[src/rtl/uart_frame_transmitter.sv]
// uart_frame_transmitter: 20-bit parallel-to-serial UART (start=1, MSB-first data, stop=0, idle low).
// Define UART_TX_BUFFER_EN to add a one-entry holding register so a message can be queued mid-frame.
module uart_frame_transmitter #(
    parameter int CLKS_PER_BIT = 8,
    parameter int MSG_WIDTH    = 20,
    parameter int IDLE_BITS    = 1
) (
    input  logic                 clock,
    input  logic                 reset_n,
    input  logic [MSG_WIDTH-1:0] msgIn,
    input  logic                 send,
    output logic                 ready,
    output logic                 serialOut,
    output logic                 busy,
    output logic                 frameDone
);
    localparam int CW = $clog2(CLKS_PER_BIT);
    localparam int BW = $clog2(MSG_WIDTH + 1);
    localparam int GW = $clog2(IDLE_BITS * CLKS_PER_BIT + 2);
    localparam logic [CW-1:0] CNT_LAST = CW'(CLKS_PER_BIT - 1);
    localparam logic [BW-1:0] BIT_LAST = BW'(MSG_WIDTH - 1);
    // The IDLE cycle in which the next accept happens is part of the line gap, so GAP is one cycle short.
    localparam logic [GW-1:0] GAP_LAST = GW'((IDLE_BITS > 0) ? IDLE_BITS * CLKS_PER_BIT - 2 : 0);
    typedef enum logic [2:0] {IDLE, START, DATA, STOP, GAP} state_e;
    state_e                 state_q, state_d;
    logic [CW-1:0]          cnt_q, cnt_d;
    logic [BW-1:0]          bit_q, bit_d;
    logic [GW-1:0]          gap_q, gap_d;
    logic [MSG_WIDTH-1:0]   shift_q, shift_d;
    logic                   serial_q, serial_d;
    logic                   ready_q, ready_d;
    logic                   busy_q, busy_d;
    logic                   done_q, done_d;
    logic                   accept;
`ifdef UART_TX_BUFFER_EN
    logic [MSG_WIDTH-1:0]   hold_q, hold_d;
    logic                   hold_valid_q, hold_valid_d;
`endif
    assign accept    = send && ready_q;
    assign ready     = ready_q;
    assign serialOut = serial_q;
    assign busy      = busy_q;
    assign frameDone = done_q;
    always_comb begin
        state_d = state_q;
        cnt_d   = cnt_q;
        bit_d   = bit_q;
        gap_d   = gap_q;
        shift_d = shift_q;
        done_d  = 1'b0;
`ifdef UART_TX_BUFFER_EN
        hold_d       = hold_q;
        hold_valid_d = hold_valid_q;
`endif
        case (state_q)
            IDLE: begin
                if (accept) begin
                    state_d = START;
                    shift_d = msgIn;
                    cnt_d   = '0;
                end
`ifdef UART_TX_BUFFER_EN
                else if (hold_valid_q) begin
                    state_d      = START;
                    shift_d      = hold_q;
                    cnt_d        = '0;
                    hold_valid_d = 1'b0;
                end
`endif
            end
            START: begin
                cnt_d = (cnt_q == CNT_LAST) ? '0 : cnt_q + 1'b1;
                if (cnt_q == CNT_LAST) begin
                    bit_d   = '0;
                    state_d = DATA;
                end
            end
            DATA: begin
                cnt_d = (cnt_q == CNT_LAST) ? '0 : cnt_q + 1'b1;
                if (cnt_q == CNT_LAST) begin
                    shift_d = {shift_q[MSG_WIDTH-2:0], 1'b0};
                    bit_d   = bit_q + 1'b1;
                    state_d = (bit_q == BIT_LAST) ? STOP : DATA;
                end
            end
            STOP: begin
                cnt_d = (cnt_q == CNT_LAST) ? '0 : cnt_q + 1'b1;
                if (cnt_q == CNT_LAST) begin
                    done_d  = 1'b1;
                    gap_d   = '0;
                    state_d = (IDLE_BITS == 0) ? IDLE : GAP;
                end
            end
            GAP: begin
                gap_d   = gap_q + 1'b1;
                state_d = (gap_q == GAP_LAST) ? IDLE : GAP;
            end
            default: state_d = IDLE;
        endcase
`ifdef UART_TX_BUFFER_EN
        if (accept && state_q != IDLE) begin
            hold_d       = msgIn;
            hold_valid_d = 1'b1;
        end
        ready_d = !hold_valid_d;
`else
        ready_d = (state_d == IDLE);
`endif
        serial_d = (state_d == START) || (state_d == DATA && shift_d[MSG_WIDTH-1]);
        busy_d   = (state_d != IDLE);
    end
    always_ff @(posedge clock) begin
        if (!reset_n) begin
            state_q  <= IDLE;
            cnt_q    <= '0;
            bit_q    <= '0;
            gap_q    <= '0;
            shift_q  <= '0;
            serial_q <= 1'b0;
            ready_q  <= 1'b1;
            busy_q   <= 1'b0;
            done_q   <= 1'b0;
`ifdef UART_TX_BUFFER_EN
            hold_q       <= '0;
            hold_valid_q <= 1'b0;
`endif
        end else begin
            state_q  <= state_d;
            cnt_q    <= cnt_d;
            bit_q    <= bit_d;
            gap_q    <= gap_d;
            shift_q  <= shift_d;
            serial_q <= serial_d;
            ready_q  <= ready_d;
            busy_q   <= busy_d;
            done_q   <= done_d;
`ifdef UART_TX_BUFFER_EN
            hold_q       <= hold_d;
            hold_valid_q <= hold_valid_d;
`endif
        end
    end
endmodule
[config.mk]
export PLATFORM = sky130hd
export DESIGN_NAME = uart_frame_transmitter
export DESIGN_NICKNAME = d
export VERILOG_FILES = /design/src/rtl/uart_frame_transmitter.sv
export SDC_FILE = /design/constraint.sdc
export NUM_CORES = 1
export LEC_CHECK = 0
export ABC_AREA = 1
export CAP_MARGIN = 10
export CORE_MARGIN = 10
export CORE_UTILIZATION = 58
export DETAILED_ROUTE_END_ITERATION = 6
export PLACE_DENSITY = 0.84
export SLEW_MARGIN = 0
export SYNTH_ARGS = -nofsm -noshare
export SYNTH_HDL_FRONTEND = slang
export SYNTH_SLANG_ARGS = --single-unit
[constraint.sdc]
create_clock -name clock -period 2.18 [get_ports clock]
set_input_delay 0.436 -clock clock [delete_from_list [all_inputs] [get_ports clock]]
set_output_delay 0.436 -clock clock [all_outputs]
set_load 0.01 [all_outputs]
==> reports/qor.txt <==
status = complete, no violations
placed cells = 313
Static Leak = 0.9067 nW
Top Ports = 27
Starting DRT DRC Count = 167
max_cap viols = 0
Final Setup Violations = 0
cts repair resizes = 0
Hold Crit Depth = 2
reg2reg end = bit_q[0]$_SDFFE_PN0P_
Max IR drop VDD = 0.3832 mV
Post-Synthesis Cell Area = 0.001928 mm²
Core Region = 0.003128 mm²
IO buf count = 26
Rows = 20
Post-Layout Cell Count = 321
CTS root buffer = clkbuf_4
CTS tree = done
Antenna diodes = 0
number of vias per cell = 5.246
R2R setup slack = 0.50 ns
fin nets = 305
area delta synth->final = 17.07%
CTS Hold Bufs = 0
min Tclk post-route = 1.757 ns
crit end category = primary output
clk_lat worst skew = 0.35 ns
All-Layer GR Usage = 13.45%
Yosys cell types = 29
first-pass GRT wire length = 6.941 mm
Max-slew headroom = 74.53%
Worst-Margin Slew = 0.3816 ns
vias = 1684
Critical Path, Cell by Cell = clkdlybuf4s50_1
TritonCTS Buffers = 5
Worst Skew = 0.01563 ns
setup bufs post-CTS = 0
drt first pass iters = 4
Required @ worst endpoint = 1.74 ns
residual DRC count = 0
sequential area share after synthesis = 40.49%
WS Path Type = reg -> out
WL/cell = 12.43 µm
Setup TNS Final = 0 ns
Antenna Nets Post-Route = 0
slowest stage cell, crit path = clkdlybuf4s50_1
Peak Freq = 569.2 MHz
crit-path max FO = 4
DPL Wire Length = 2.973 mm
vias in the first global route = 1607
largest net degree at the start of global routing = 20
CTS clock-pin slew for the worst setup and hold paths = 0.13 ns
period utilisation layout = 80.60%
Die Span Y = 77.66 µm
clk sink count = 39
gr ovfl total = 0
max-slew violations = 0
Hold Crit Class = reg -> reg
Clock Tree Buf Depth = 2
final wirelength = 3.989 mm
initial antenna violation count = 0
Reg2Reg Depth = 7
Critical Path AT = 1.32 ns
Cell Pwr Density = 598.6 mW/mm²
hold_sp = cnt_q[1]$_SDFFE_PN0P_
layout cells sized above 1 = 15.52%
width of the die = 77.66 µm
post-synthesis cell count = 247
Post-Syn Nets = 276
gpl congestion = 0.7723
CP top delay family = buffers and inverters
RSZ-0062 raised after global routing = false
Initial Utilization = 61.64%
Setup crit start kind = register
die area = 0.006030 mm²
Syn. warnings = 0
htree depth = 2
Reg-to-Reg Start = cnt_q[0]$_SDFFE_PN0P_
synthesized area per cell = 7.806 µm²
Worst Hold End = cnt_q[1]$_SDFFE_PN0P_
CP max stage delay = 0.56 ns
register bit total from synthesis = 39
crit path buf inv count = 1
Final Hold Fails = 0
-- area by class of cell --
cell class | count | area [µm²]
clock inverter | 1 | 5.005
fill | 281 | 870.8
clock buffer | 7 | 45.04
timing repair buffer | 32 | 305.3
sequential | 39 | 780.7
multi-input combinational | 176 | 978.4
inverter | 22 | 87.58
tap | 44 | 55.05
-- cell usage in the layout (no fill, tap or decap), types with 10 or more instances in the layout --
cell             count
nand2_1             62
dfxtp_1             39
clkdlybuf4s50_1     26
inv_1               19
a21oi_1             19
nor2_1              18
a22oi_1             17
nand3_1             12
nand2_2             10
a21oi_2             10
-- per-stage QoR --
| step | total power (W) | util [%] | area, µm² | hold WS (ns) | setup slack, ns |
|---|---|---|---|---|---|
| 2_1_floorplan | 0.0009344 | - | 1928 | 0.4425 | 0.7117 |
| 6_report | 0.001351 | 72.16 | 2257 | 0.4713 | 0.4230 |
| 3_3_place_gp | 0.001002 | 70.56 | 2207 | 0.4520 | 0.4005 |
| 3_5_place_dp | 0.001006 | 70.56 | 2207 | 0.4570 | 0.3703 |
| 4_1_cts | 0.001356 | 72.16 | 2257 | 0.4738 | 0.4079 |
| 5_1_grt | 0.001416 | 72.16 | 2257 | 0.4911 | 0.3132 |
-- power breakdown --
group          leakage (nW)  switching (W)  internal [W]
Combinational         0.559       0.000108      0.000107
Sequential            0.318      0.0000265      0.000748
Clock                0.0293       0.000236      0.000126
Total                 0.907       0.000370      0.000981
-- Yosys cell counts --
library cell | number | share of area [%]
o21bai_1 | 1 | 0.39
inv_6 | 1 | 0.45
a21oi_2 | 10 | 4.5
inv_1 | 19 | 3.7
nor2_1 | 18 | 3.5
buf_2 | 1 | 0.26
nand2_4 | 1 | 0.58
nand3_1 | 12 | 3.1
a22oi_1 | 17 | 6.6
o22ai_1 | 1 | 0.32
a21oi_1 | 19 | 4.9
clkbuf_1 | 3 | 0.58
nor2_2 | 1 | 0.32
buf_4 | 3 | 1.2
nand4_2 | 1 | 0.65
ha_1 | 6 | 3.9
a31oi_1 | 1 | 0.32
nand2_2 | 10 | 3.2
o21ai_0 | 6 | 1.6
nand2_1 | 62 | 12
dfxtp_1 | 39 | 40
buf_6 | 2 | 1.2
nor3_1 | 1 | 0.26
xor2_1 | 1 | 0.45
inv_2 | 2 | 0.39
o211ai_1 | 1 | 0.39
nor2_4 | 5 | 2.9
buf_12 | 1 | 1.0
nand4_1 | 2 | 0.65
-- per-layer routing --
| metal | vias to the layer above | global-route usage [%] | routed length (µm) |
|---|---|---|---|
| met2 | 26 | 22.06 | 1911 |
| met1 | 782 | 16.39 | 1888 |
| li1 | 871 | - | - |
| met4 | 0 | 3.102 | 27 |
| met3 | 5 | 4.839 | 161 |
| met5 | - | 0 | 0 |
-- worst max path at each step --
stage,cells after the start,to,from
floorplan,10,shift_q[13]$_SDFFE_PN0P_,cnt_q[0]$_SDFFE_PN0P_
global placement,8,shift_q[13]$_SDFFE_PN0P_,send
detailed placement,8,shift_q[13]$_SDFFE_PN0P_,send
CTS,1,ready,ready$_SDFF_PN1_
global route,9,busy$_SDFF_PN0_,cnt_q[0]$_SDFFE_PN0P_
finish,1,ready,ready$_SDFF_PN1_
-- registers in the layout (all words and copies together), names as in the netlist --
| signal | flops |
|---|---|
| ready | 1 |
| shift_q | 20 |
| bit_q | 5 |
| cnt_q | 3 |
| gap_q | 4 |
| state_q | 3 |
| busy | 1 |
| serialOut | 1 |
| frameDone | 1 |
-- cell families after synthesis --
logic type      after synthesis  share of synthesized area [%]
flops                        39                          40.49
buf+inv                      32                          8.760
xor+xnor                      1                         0.4543
compound gates               56                          19.08
fa+ha+maj                     6                          3.893
simple gates                113                          27.32
Note: power is estimated with default switching activity, not from simulation.
